`src/rtl/bsg_nand_two_fifo_if.sv`:
```
// Handshake bundle for bsg_nand_two_fifo: operand input, result output, delivered-word counter.
// Optional BSG_NAND_TWO_FIFO_PARITY_EN adds parity_o.
interface bsg_nand_two_fifo_if #(
  parameter int unsigned width_p     = 16,
  parameter int unsigned cnt_width_p = 16
);
  logic                   v_i;
  logic [width_p-1:0]     a_i;
  logic [width_p-1:0]     b_i;
  logic                   ready_o;
  logic                   v_o;
  logic [width_p-1:0]     data_o;
  logic                   yumi_i;
  logic [cnt_width_p-1:0] xfer_cnt_o;
`ifdef BSG_NAND_TWO_FIFO_PARITY_EN
  logic                   parity_o;
`endif

  modport master (
    output v_i, a_i, b_i, yumi_i,
    input  ready_o, v_o, data_o, xfer_cnt_o
`ifdef BSG_NAND_TWO_FIFO_PARITY_EN
    , input parity_o
`endif
  );

  modport slave (
    input  v_i, a_i, b_i, yumi_i,
    output ready_o, v_o, data_o, xfer_cnt_o
`ifdef BSG_NAND_TWO_FIFO_PARITY_EN
    , output parity_o
`endif
  );
endinterface

```
`src/rtl/bsg_nand_two_fifo.sv`:
```
// Two-entry elastic buffer storing ~(a_i & b_i), with a delivered-word counter.
// Define BSG_NAND_TWO_FIFO_PARITY_EN to store and present an even-parity bit per entry.
module bsg_nand_two_fifo #(
  parameter int unsigned width_p     = 16,
  parameter int unsigned cnt_width_p = 16
) (
  input logic               clk_i,
  input logic               reset_n_i,
  bsg_nand_two_fifo_if.slave io
);

  typedef enum logic [1:0] {StEmpty, StOne, StFull} state_e;

  state_e                 state_q, state_d;
  logic [width_p-1:0]     entry_q [2];
  logic [width_p-1:0]     entry_d [2];
  logic                   wptr_q, wptr_d;
  logic                   rptr_q, rptr_d;
  logic [cnt_width_p-1:0] cnt_q, cnt_d;
  logic [width_p-1:0]     nand_w;
  logic                   ready, valid, enq, deq;
`ifdef BSG_NAND_TWO_FIFO_PARITY_EN
  logic                   par_q [2];
  logic                   par_d [2];
`endif

  assign nand_w = ~(io.a_i & io.b_i);

  // Outputs depend only on registers (and reset, which forces ready low).
  always_comb begin
    ready = reset_n_i && (state_q != StFull);
    valid = (state_q != StEmpty);
    enq   = io.v_i && ready;
    deq   = io.yumi_i && valid;
  end

  assign io.ready_o    = ready;
  assign io.v_o        = valid;
  assign io.data_o     = entry_q[rptr_q];
  assign io.xfer_cnt_o = cnt_q;
`ifdef BSG_NAND_TWO_FIFO_PARITY_EN
  assign io.parity_o   = par_q[rptr_q];
`endif

  always_comb begin
    state_d = state_q;
    unique case (state_q)
      StEmpty: if (enq) state_d = StOne;
      StOne: begin
        if (enq && !deq)      state_d = StFull;
        else if (deq && !enq) state_d = StEmpty;
      end
      StFull:  if (deq) state_d = StOne;
      default: state_d = StEmpty;
    endcase
  end

  always_comb begin
    entry_d = entry_q;
    wptr_d  = wptr_q;
    rptr_d  = rptr_q;
    cnt_d   = cnt_q;
`ifdef BSG_NAND_TWO_FIFO_PARITY_EN
    par_d   = par_q;
`endif
    if (enq) begin
      entry_d[wptr_q] = nand_w;
`ifdef BSG_NAND_TWO_FIFO_PARITY_EN
      par_d[wptr_q]   = ^nand_w;
`endif
      wptr_d          = ~wptr_q;
    end
    if (deq) begin
      rptr_d = ~rptr_q;
      cnt_d  = cnt_q + cnt_width_p'(1);
    end
  end

  always_ff @(posedge clk_i or negedge reset_n_i) begin
    if (!reset_n_i) begin
      state_q    <= StEmpty;
      entry_q[0] <= '0;
      entry_q[1] <= '0;
      wptr_q     <= 1'b0;
      rptr_q     <= 1'b0;
      cnt_q      <= '0;
`ifdef BSG_NAND_TWO_FIFO_PARITY_EN
      par_q[0]   <= 1'b0;
      par_q[1]   <= 1'b0;
`endif
    end else begin
      state_q <= state_d;
      entry_q <= entry_d;
      wptr_q  <= wptr_d;
      rptr_q  <= rptr_d;
      cnt_q   <= cnt_d;
`ifdef BSG_NAND_TWO_FIFO_PARITY_EN
      par_q   <= par_d;
`endif
    end
  end

  // Consuming from an empty buffer is a protocol error upstream of this block.
  yumi_without_valid_a: assert property (
    @(posedge clk_i) disable iff (!reset_n_i) io.yumi_i |-> valid
  );

endmodule

```
`src/flat_wrapper.sv`:
```
// flat-port wrapper written by rule: the top's interface ports become plain ports
module bsg_nand_two_fifo_flat 
#(
  parameter int unsigned width_p     = 16,
  parameter int unsigned cnt_width_p = 16
)
  (clk_i, reset_n_i, io_v_i, io_a_i, io_b_i, io_yumi_i, io_ready_o, io_v_o, io_data_o, io_xfer_cnt_o);
  bsg_nand_two_fifo_if #(.width_p(width_p), .cnt_width_p(cnt_width_p)) io_i ();
  input logic clk_i;
  input logic reset_n_i;
  input wire logic [$bits(io_i.v_i)-1:0] io_v_i;
  input wire logic [$bits(io_i.a_i)-1:0] io_a_i;
  input wire logic [$bits(io_i.b_i)-1:0] io_b_i;
  input wire logic [$bits(io_i.yumi_i)-1:0] io_yumi_i;
  output wire logic [$bits(io_i.ready_o)-1:0] io_ready_o;
  output wire logic [$bits(io_i.v_o)-1:0] io_v_o;
  output wire logic [$bits(io_i.data_o)-1:0] io_data_o;
  output wire logic [$bits(io_i.xfer_cnt_o)-1:0] io_xfer_cnt_o;
  assign io_i.v_i = io_v_i;
  assign io_i.a_i = io_a_i;
  assign io_i.b_i = io_b_i;
  assign io_i.yumi_i = io_yumi_i;
  assign io_ready_o = io_i.ready_o;
  assign io_v_o = io_i.v_o;
  assign io_data_o = io_i.data_o;
  assign io_xfer_cnt_o = io_i.xfer_cnt_o;
  bsg_nand_two_fifo #(.width_p(width_p), .cnt_width_p(cnt_width_p)) u_core (.clk_i(clk_i), .reset_n_i(reset_n_i), .io(io_i));
endmodule
```
`config.mk`:
```
export PLATFORM = sky130hd
export DESIGN_NAME = bsg_nand_two_fifo_flat
export DESIGN_NICKNAME = d
export VERILOG_FILES = /design/src/rtl/bsg_nand_two_fifo_if.sv /design/src/rtl/bsg_nand_two_fifo.sv /design/src/flat_wrapper.sv
export SDC_FILE = /design/constraint.sdc
export NUM_CORES = 1
export LEC_CHECK = 0
export BUFFER_PORTS_ARGS = -buffer_cell sky130_fd_sc_hd__buf_2
export CORE_AREA = 2 2 99 77
export CTS_CLUSTER_SIZE = 8
export DETAILED_ROUTE_END_ITERATION = 16
export DIE_AREA = 0 0 101 79
export SKIP_CTS_REPAIR_TIMING = 1
export SLEW_MARGIN = 0
export SYNTH_ARGS = -nofsm -noshare
export SYNTH_HDL_FRONTEND = slang
export SYNTH_SLANG_ARGS = --single-unit
```
`constraint.sdc`:
```
create_clock -name clk_i -period 4.3 [get_ports clk_i]
set_input_delay 0.645 -clock clk_i [delete_from_list [all_inputs] [get_ports clk_i]]
set_output_delay 0.645 -clock clk_i [all_outputs]
set_load 0.01 [all_outputs]
```
# After elaboration in Yosys (flattened, before gate mapping)
# Index checks and enable logic that the tools add are counted.
# Widths: inputs -> output; s select.
# classes
n_addsub,1
mul,0
div_mod_pow,0
order_cmp,3
n_eq_ne,6
n_shift,0
n_mux,11
bitwise,6
reduce_logical,11
# ops
cell,n
$mux 16,4
$bwmux 32,1
$add 16x1->16 const B,1
$and 16x16->16,1
$demux 16 s1,1
$not 16->16,1
$mux 2,4
$logic_and 1x1->1,6
$pmux 2 s3,1
$ge 2x2->1 const B,2
$ne 2x1->1 const B,2
$not 1->2,2
$ne 3x1->1 const B,1
$reduce_and 3->1,1
$eq 2x1->1 const B,1
$eq 2x2->1 const B,1
$logic_not 1->1,2
$logic_not 2->1,1
$lt 2x1->1 const B,1
$ne 2x2->1 const B,1
$not 1->1,2
$reduce_bool 2->1,1
# totals
reg_bits,52
latchBits,0
ramBits,0
rom_bits,0
input_bits,36
wordCells,44
n_memories,0

# Logic depth before layout (Yosys ltp)
# Gate-level depths: netlist (run 1).
# logic_depth
word_depth,8
depth_mapped,5
ltp_nobuf,5

# Worst setup path after synthesis (run 1)
# OpenSTA, ideal clock, no wires.
# synth_timing
path_type,reg-to-output
start,register u_core.rptr_q
end,output port io_data_o[10]
arrival_time_ns,1.210
required_ns,3.655
slack_ns,2.445
stages_incl_launch_ff,4
cell_sequence,dfrtp_1 -> clkbuf_1 -> buf_2 -> mux2_2
# synth_via
elab_chain_len,4
# synth_lines
element,line_no,rtl
start: declaration,bsg_nand_two_fifo.sv:18,"logic rptr_q, rptr_d;"
start signal: assignment,bsg_nand_two_fifo.sv:95,rptr_q <= rptr_d;
$not 1->2 (implied by the code),bsg_nand_two_fifo.sv:39,assign io.data_o = entry_q[rptr_q];
$mux 16 (implied by the code) (3 in series),bsg_nand_two_fifo.sv:39,
end: declaration,flat_wrapper.sv:17,output wire logic [$bits(io_i.data_o)-1:0] io_data_o;
# No other way between the ends. The select of a mux whose other input is x is not followed.

# Worst setup path after layout (run 1)
# layout_timing
start,register u_core.rptr_q
end,output port io_data_o[0]
# The elaborated chain is that of the path after synthesis.

==> metrics.md, run 1 <==
| Metric | Value |
|---|---|
| Max_slew headroom | 0.474 |
| Multi-input logic area | 950 sq um |
| # IOs | 70 |
| Sequential share of power | 0.498 |
| Clk pin slew, worst setup/hold paths | 0.09 ns |
| Comb power frac | 0.313 |
| Synth Instances | 201 |
| Power Total | 1.46 mW |
| Critical Path AT | 1.71 ns |
| Antenna cells | 0 |
| 1st-pass router iterations | 4 |
| Clock Skews | 0.00714 ns |
| Post-layout min period | 2.36 ns |
| Crit start category | flop |
| P_int | 981 uW |
| Yosys top cell by area | dfrtp_1 |
| Syn_nets | 238 |
| WL per Instance | 13.3 microns |
| Slew @ Worst Pin | 0.789 ns |
| Seq/Total Area, Yosys | 0.564 |
| Congestion Overflow GR | 0 |
| Setup total negative slack | 0 ns |
| Mapped Avg Cell Area | 11.5 sq um |
| Synthesized area | 0.00231 sq mm |
| Net Switching | 477 uW |
| DRC Markers | 0 |
| Crit path capture type | output port |
| WP data required | 3.65 ns |
| Clock root buffer | clkbuf_8 |
| DRT antenna net count | 0 |
| Max Cap Violations | 0 |
| Register bit total from synthesis | 52 |
| Worst-path fanout max | 17 |
| Area delta synth->final | 22.2% |
| Global placement routability congestion | 0.766 |
| Chip Height | 79 microns |
| Clock latency on the worst-skew pair | 0.29 ns |
| RSZ-0062 raised after global routing | false |
| I/O Buffers | 69 |
| CTS H-tree depth | 2 |
| Vias in the first global route | 1592 |
| Unique masters post-synth | 34 |
| CP Class | reg -> out |
| Routed WL | 4770 microns |
| Die ar. | 0.00798 sq mm |
| Fmax achieved | 424 MHz |
| Die width | 101 microns |
| Hold Violations, Final | 0 |
| Layout fillers | 731 |
| Starting Density | 0.325 |
| Layout cell share with drive strength beyond 1 | 0.385 |
| Top cells by area, synth | dfrtp_1 (56%), a31oi_1 (8.9%), mux2_2 (7.8%), nor2_1 (6.0%), xnor2_1 (4.2%) |
| HP Class | in -> async |
| Initial antenna violation count | 0 |
| Static leakage | 1.25 nW |
| Total GRT Usage | 0.123 |
| Starting DRT DRC Count | 32 |
| CTS Sinks | 52 |
| VDD IR max | 0.000153 V |
| Max Buffers Root-to-Sink | 2 |
| Core Area | 0.00709 sq mm |
| Sw frac | 0.327 |
| Num CTS Buffers | 5 |
| Register area | 0.00130 sq mm |
| CTS tree | yes |
| Hpwl dp | 3490 microns |
| Synth Warn # | 0 |
| Clk pwr share | 0.188 |
| Post-Route Utilization | 0.398 |
| Power Dens Cells | 517 mW/mm^2 |
| Global-route wire length before repair | 7610 microns |
| Cell row count | 27 |
| Final period utilization | 0.548 |
| Total number of vias | 1704 |
| Synth top area share | 0.564 |
| Largest net degree at the start of global routing | 55 |
| Final Setup Violations | 0 |
| Post-DR vias/cell | 4.73 |
| Status | finished clean |
| Slew Viols, Final | 0 |
| Final-stage net count | 309 |
cell families after synthesis:
group | synth area share
compound gates | 0.113
xor+xnor | 0.0607
fa+ha+maj | 0.00542
buf+inv | 0.0244
flops | 0.564
mux | 0.0781
simple gates | 0.155
sequential cells by signal, indices dropped and copies added (netlist names):
signal                flops
u_core.entry_q           32
u_core.io.xfer_cnt_o     16
u_core.state_q            2
u_core.rptr_q             1
u_core.wptr_q             1
cell usage in the layout (no fill, tap or decap), types with 2 or more instances in the layout:
cell	count
nor2_1	37
clkinv_2	2
mux2_2	16
nand2_1	8
buf_2	69
dfrtp_1	52
xnor2_1	11
a31oi_1	33
clkbuf_8	6
buf_4	3
nand3_1	6
a21oi_1	2
xor2_1	5
nand4_1	3
metal layers:
metal  global-route usage  routed length [microns]  share of wire
met5                    0                        0              0
met4               0.0324                       51          0.011
met3               0.0379                      266          0.056
met2                0.191                     2130           0.45
met1                0.167                     2330           0.49
power by group through the flow:
stage | logic [mW] | registers [mW] | clock network (mW)
final | 0.457 | 0.726 | 0.274
after global routing | 0.507 | 0.750 | 0.312
after CTS | 0.466 | 0.728 | 0.288
after detailed placement | 0.464 | 0.736 | 0
after global placement | 0.460 | 0.735 | 0
after floorplan | 0.321 | 0.696 | 0
cell usage after synthesis (all sizes together):
cell,number
nand3,6
and2,1
nor4,2
o2111ai,2
a21oi,2
and3,1
ha,1
nand2,8
dfrtp,52
nor3,3
buf,7
nor2b,2
mux2,16
and3b,1
clkbuf,1
nor2,37
a31oi,33
o21ai,2
xor2,5
nor3b,1
nand2b,1
o22ai,1
xnor2,11
or2,2
nand4,3
worst paths after layout:
kind                                          start                  endpoint  slack (ns)  depth (start not counted)
max reg2reg                       u_core.state_q[1]        u_core.entry_q[12]        2.46                          5
min reg2reg                u_core.io.xfer_cnt_o[15]  u_core.io.xfer_cnt_o[15]        0.47                          1
max                                   u_core.rptr_q              io_data_o[0]        1.94                          2
max in group asynchronous                 reset_n_i        u_core.entry_q[13]        3.39                          2
min                                       reset_n_i   u_core.io.xfer_cnt_o[2]        0.47                          2
min in group clk_i         u_core.io.xfer_cnt_o[15]  u_core.io.xfer_cnt_o[15]        0.47                          1
final cells by class:
cell class,instances,share of cell area
Clock inverter,2,0.00355
Clock buffer,6,0.0293
Tap cell,87,0.0386
Multi-Input combinational cell,141,0.337
Sequential cell,52,0.461
Timing Repair Buffer,72,0.130
metrics by stage:
stage                     area [sq um]  instances  hold WS [ns]  setup WS (ns)
after floorplan                   2310        201         0.349           2.45
after global placement            2730        352         0.475           2.02
after detailed placement          2730        352         0.464           1.99
after CTS                         2820        360         0.476           1.90
after global routing              2820        360         0.505           1.84
final                             2820        360         0.467           1.94
critical path, stage by stage (launching register included):
cell,delay (ns)
dfrtp_1,0.86
mux2_2,0.42
buf_2,0.14
Note: power is estimated with default switching activity, not from simulation.
==> run 2: changes to the inputs <==
--- a/config.mk
+++ b/config.mk
@@ -5,11 +5,12 @@
 export SDC_FILE = /design/constraint.sdc
 export NUM_CORES = 1
 export LEC_CHECK = 0
+export ABC_AREA = 1
 export BUFFER_PORTS_ARGS = -buffer_cell sky130_fd_sc_hd__buf_2
-export CORE_AREA = 2 2 99 77
+export CORE_AREA = 2 2 103 80
 export CTS_CLUSTER_SIZE = 8
 export DETAILED_ROUTE_END_ITERATION = 16
-export DIE_AREA = 0 0 101 79
+export DIE_AREA = 0 0 105 82
 export SKIP_CTS_REPAIR_TIMING = 1
 export SLEW_MARGIN = 0
 export SYNTH_ARGS = -nofsm -noshare
==> constraint.sdc (replaced) <==
create_clock -name clk_i -period 2.4 [get_ports clk_i]
set_input_delay 0.36 -clock clk_i [delete_from_list [all_inputs] [get_ports clk_i]]
set_output_delay 0.36 -clock clk_i [all_outputs]
set_load 0.01 [all_outputs]
==> run 2 against run 1 <==
- via count is 23% higher
- critical path depth rose by 3
- non-clock buffer count is 1 lower
- critical path type is now reg -> reg
- critical endpoint is now u_core.entry_q[20]
- largest power group unchanged
==> metrics.md, run 2 <==
| Metric | Value |
|---|---|
| Layout fillers | 823 |
| Unique masters post-synth | 25 |
| Syn_nets | 345 |
| Net Switching | 1.35 mW |
| Hpwl dp | 4020 microns |
| Synth top area share | 0.511 |
| Multi-input logic area | 0.00107 sq mm |
| Core Area | 0.00764 sq mm |
| Static leakage | 1.60 nW |
| Synth Warn # | 0 |
| Most frequent cells after synthesis | nand2_1 (110), dfrtp_1 (52), inv_1 (31), o21ai_1 (25), o21ai_0 (23) |
| WL per Instance | 11.9 microns |
| Slew Viols, Final | 0 |
| Max Buffers Root-to-Sink | 2 |
| # IOs | 70 |
| Post-DR vias/cell | 4.37 |
| Number of synthesized flops with an enable pin | 0 |
| Global placement routability congestion | 0.740 |
| Register bit total from synthesis | 52 |
| Clk pwr share | 0.175 |
| RSZ-0062 raised after global routing | false |
| Die ar. | 0.00861 sq mm |
| Mapped Avg Cell Area | 8.27 sq um |
| Fmax achieved | 581 MHz |
| Setup total negative slack | 0 ns |
| Congestion Overflow GR | 0 |
| Max_slew headroom | 0.541 |
| Crit path capture type | flop |
| Sequential share of power | 0.419 |
| 1st-pass router iterations | 6 |
| Max Cap Violations | 0 |
| Clock Skews | 0.00672 ns |
| Clock latency on the worst-skew pair | 0.30 ns |
| Status | finished clean |
| Total number of vias | 2104 |
| CTS H-tree depth | 2 |
| HP Class | in -> async |
| Total GRT Usage | 0.140 |
| Power Dens Cells | 1100 mW/mm^2 |
| Synth Instances | 308 |
| WP data required | 2.63 ns |
| Clk pin slew, worst setup/hold paths | 0.10 ns |
| Starting DRT DRC Count | 95 |
| I/O Buffers | 69 |
| Starting Density | 0.334 |
| Die width | 105 microns |
| Antenna cells | 0 |
| Final-stage net count | 413 |
| Chip Height | 82 microns |
| Vias in the first global route | 1998 |
| Post-layout min period | 1.72 ns |
| Critical Path AT | 1.95 ns |
| Setup slack at placement | 0.698 ns |
| Synthesized area | 0.00255 sq mm |
| Top reg by flops | u_core.entry_q |
| Most frequent cells in the layout | nand2_1 (110), buf_2 (69), dfrtp_1 (52) |
| Area delta synth->final | 21.5% |
| Yosys top cell by area | dfrtp_1 |
| Layout cell share with drive strength beyond 1 | 0.247 |
| CTS tree | yes |
| Top-count cell post-synth | nand2_1 |
| Slew @ Worst Pin | 0.687 ns |
| Commonest non-fill, non-tap cell in the layout | nand2_1 |
| DRC Markers | 0 |
| Clock root buffer | clkbuf_8 |
| Power Total | 3.39 mW |
| Seq/Total Area, Yosys | 0.511 |
| DRT antenna net count | 0 |
| Register area | 0.00130 sq mm |
| R2R depth | 5 |
| Num CTS Buffers | 5 |
| Top FF cell, synth | dfrtp_1 |
| Cell row count | 28 |
| CP Class | reg -> reg |
| VDD IR max | 0.000364 V |
| Sw frac | 0.397 |
| Hold Violations, Final | 0 |
| Routed WL | 5720 microns |
| Initial antenna violation count | 0 |
| Final period utilization | 0.717 |
| Crit start category | flop |
| Max FFs per register | 32 |
| Final WS setup | 0.678 ns |
| Top cells by area, synth | dfrtp_1 (51%), nand2_1 (16%), o21ai_1 (4.9%), inv_1 (4.6%), o21ai_0 (4.5%) |
| Comb power frac | 0.405 |
| Post-synth ARST share | 1.00 |
| P_int | 2.05 mW |
| Largest net degree at the start of global routing | 55 |
| Global-route wire length before repair | 9690 microns |
| Worst-path fanout max | 32 |
| CTS Sinks | 52 |
| Final Setup Violations | 0 |
## run 2: cell types whose count changed after synthesis, sizes merged, moves of 3 or more
cell | previous run | this run
clkbuf | 1 | 5
xnor2 | 11 | 5
xor2 | 5 | 8
inv | 0 | 33
nand2 | 8 | 112
mux2 | 16 | 0
nor2 | 37 | 21
a31oi | 33 | 1
o21ai | 2 | 48
## run 2: power by group through the flow
stage	Clock (mW)	Combinational (mW)	Sequential (mW)
after floorplan	0	0.914	1.41
after global placement	0	1.37	1.43
after detailed placement	0	1.40	1.44
after CTS	0.607	1.41	1.43
after global routing	0.657	1.60	1.47
final	0.594	1.38	1.42
## run 2: cell families after synthesis
group / count (synthesis) / share of synthesized area
fa+ha+maj: 1 / 0.00491
buf+inv: 43 / 0.0688
xor+xnor: 13 / 0.0447
simple gates: 149 / 0.268
flops: 52 / 0.511
compound gates: 50 / 0.103
## run 2: final cells by class
cell class                 count  area share
clock buffer                   6      0.0234
clock inverter                 2      0.0113
multi-input combinational    213       0.346
inverter                      33      0.0400
tap                          105      0.0424
sequential                    52       0.420
timing repair buffer          71       0.116
## run 2: metrics by stage
step | cell area (sq um) | utilization | std cells | hold WS [ns]
2_1_floorplan | 2550 | - | 308 | 0.0644
3_3_place_gp | 2990 | 0.391 | 474 | 0.463
3_5_place_dp | 2990 | 0.391 | 474 | 0.474
4_1_cts | 3100 | 0.405 | 482 | 0.237
5_1_grt | 3100 | 0.405 | 482 | 0.264
6_report | 3100 | 0.405 | 482 | 0.194
## run 2: worst paths after layout
path / start / end / slack [ns]
setup / recovery: u_core.state_q[1] / u_core.entry_q[20] / 0.68
hold / removal: reset_n_i / u_core.io.xfer_cnt_o[2] / 0.19
setup reg to reg: u_core.state_q[1] / u_core.entry_q[20] / 0.68
hold reg to reg: u_core.entry_q[7] / u_core.entry_q[7] / 0.49
max in group asynchronous: reset_n_i / u_core.entry_q[6] / 1.74
min in group clk_i: io_yumi_i / u_core.state_q[1] / 0.27
## run 2: routing by layer
metal / track usage / vias up / wire, microns
met2: 0.213 / 37 / 2530
met1: 0.201 / 959 / 2910
li1: - / 1106 / -
met3: 0.0397 / 2 / 248
met4: 0.0280 / 0 / 32
met5: 0 / - / 0
## run 2: critical path: stages, from the launching register on
cell and delay, ns:
dfrtp_1 0.47, a21oi_4 0.21, nand2_4 0.18, nor2_4 0.58, nand2_1 0.11, o21ai_1 0.11
==> run 3: changes to the inputs <==
==> constraint.sdc (replaced) <==
create_clock -name clk_i -period 1.42 [get_ports clk_i]
set_input_delay 0.213 -clock clk_i [delete_from_list [all_inputs] [get_ports clk_i]]
set_output_delay 0.213 -clock clk_i [all_outputs]
set_load 0.01 [all_outputs]
==> run 3 against run 2 <==
- the run now ends with setup timing left
- worst hold slack got worse by 0.064 ns
- core utilization is 2.8 points higher
- combinational power increased by 110%
- global-route usage is 0.18 points higher
- sequential power grew 70%
- clock power grew 87%
- first-iteration DRC count decreased by 48%
- setup slack worse by 0.75 ns
- critical endpoint is now io_data_o[15]
==> metrics.md, run 3 (synthesized netlist as in run 2, its figures left out) <==
| Metric | Value |
|---|---|
| R2R depth | 6 |
| Commonest non-fill, non-tap cell in the layout | nand2_1 |
| Hpwl dp | 4440 microns |
| CTS H-tree depth | 2 |
| DRC Markers | 0 |
| WP data required | 1.21 ns |
| CP Class | reg -> out |
| Antenna cells | 0 |
| I/O Buffers | 69 |
| Slew @ Worst Pin | 0.298 ns |
| Cell row count | 28 |
| Static leakage | 1.70 nW |
| RR Startpoint | u_core.state_q[1] |
| Final Setup Violations | 12 |
| Chip Height | 82 microns |
| R2r setup slk | 0.11 ns |
| Post-layout min period | 1.49 ns |
| VDD IR max | 0.000568 V |
| Starting DRT DRC Count | 49 |
| GRT busiest layer | met2 |
| Clk pin slew, worst setup/hold paths | 0.09 ns |
| Status | complete, but fails checks |
| Crit path capture type | output port |
| Routed WL | 6130 microns |
| Starting Density | 0.334 |
| Die width | 105 microns |
| Max Buffers Root-to-Sink | 2 |
| Die ar. | 0.00861 sq mm |
| Initial antenna violation count | 0 |
| Global-route wire length before repair | 9690 microns |
| Fmax achieved | 670 MHz |
| CTS Sinks | 52 |
| Congestion Overflow GR | 0 |
| Post-DR vias/cell | 4.42 |
| Hold WS | 0.131 ns |
| Most frequent cells in the layout | nand2_1 (110), buf_2 (69), dfrtp_1 (50) |
| Core Area | 0.00764 sq mm |
| Clock latency on the worst-skew pair | 0.30 ns |
| WL per Instance | 12.4 microns |
| HP Class | in -> reg |
| Hold path start | io_yumi_i |
| Global placement routability congestion | 0.761 |
| Dpl cell area | 0.00307 sq mm |
| Met1 global-route usage | 0.203 |
| Max FFs per register | 32 |
| 1st-pass router iterations | 4 |
| Worst-path fanout max | 10 |
| Setup slack at placement | 0.0523 ns |
| Area delta synth->final | 30.0% |
| Total number of vias | 2190 |
| Largest net degree at the start of global routing | 23 |
| Top reg by flops | u_core.entry_q |
| Clock root buffer | clkbuf_8 |
| Total GRT Usage | 0.142 |
| Power Dens Cells | 1920 mW/mm^2 |
| Vias in the first global route | 2030 |
| DRT antenna net count | 0 |
| Hold Violations, Final | 0 |
| Layout cell share with drive strength beyond 1 | 0.300 |
| Global Route met2 Usage | 0.218 |
| GRT met3 Usage | 0.0286 |
| Critical Path AT | 1.28 ns |
| Final period utilization | 1.05 |
| RSZ-0062 raised after global routing | true |
| Finished Cell Area | 0.00331 sq mm |
| Crit start category | flop |
| Final WS setup | -0.0735 ns |
| Max_slew headroom | 0.799 |
| Violations in the final reports | setup timing |
| Hold Path Stages | 2 |
| # IOs | 70 |
| Post-Route Utilization | 0.434 |
| Max Cap Violations | 0 |
| Final-stage net count | 426 |
| Reg2reg end | u_core.entry_q[31] |
| Clock Skews | 0.00534 ns |
| Hold path endpoint | u_core.state_q[1] |
| Num CTS Buffers | 5 |
| CTS tree | yes |
| Slew Viols, Final | 0 |
-- run 3: cell count changes in the layout (fill, tap and decap cells not counted), moves of 2 or more --
cell / change
dfrtp_1: -2
o21ai_0: -15
buf_8: +2
o21ai_1: +6
clkbuf_8: +2
buf_12: +2
o21ai_2: +9
dfrtp_2: +2
buf_4: +6
-- run 3: cell type report --
| cell class | count | area, sq um |
|---|---|---|
| fill | 821 | 4330 |
| timing repair buffer | 84 | 522 |
| clock inverter | 1 | 30.0 |
| tap | 105 | 131 |
| sequential | 52 | 1300 |
| inverter | 33 | 124 |
| clock buffer | 7 | 96.3 |
| multi-input combinational | 213 | 1100 |
-- run 3: worst max path at each step --
stage | startpoint | end | cells past startpoint
after floorplan | u_core.state_q[1] | u_core.entry_q[16] | 5
final | u_core.rptr_q | io_data_o[15] | 4
after global placement | u_core.state_q[1] | u_core.entry_q[7] | 5
after global routing | u_core.rptr_q | io_data_o[15] | 4
after detailed placement | u_core.state_q[1] | u_core.entry_q[8] | 5
after CTS | u_core.rptr_q | io_data_o[12] | 3
-- run 3: layer usage --
layer,part of all wire,routed length [microns]
met1,0.53,3230
met2,0.42,2560
met3,0.042,260
met5,0,0
met4,0.013,80
-- run 3: critical path: stages, from the launching register on --
cell and delay [ns]:
dfrtp_2 0.47, buf_8 0.16, nand2_1 0.05, o21ai_0 0.12
buf_2 0.18
-- run 3: stage by stage --
| stage | setup TNS [ns] | power (mW) | cells |
|---|---|---|---|
| finish | -0.280 | 6.35 | 495 |
| global route | -1.14 | 6.84 | 495 |
| CTS | -0.999 | 6.05 | 491 |
| detailed placement | 0 | 4.92 | 483 |
| global placement | 0 | 4.85 | 483 |
| floorplan | 0 | 3.93 | 308 |
-- run 3: where the power goes --
group | internal, mW | total (mW) | leakage (nW) | switching [mW]
registers | 2.08 | 2.42 | 0.626 | 0.340
logic | 1.19 | 2.83 | 1.01 | 1.64
clock network | 0.622 | 1.11 | 0.0645 | 0.486
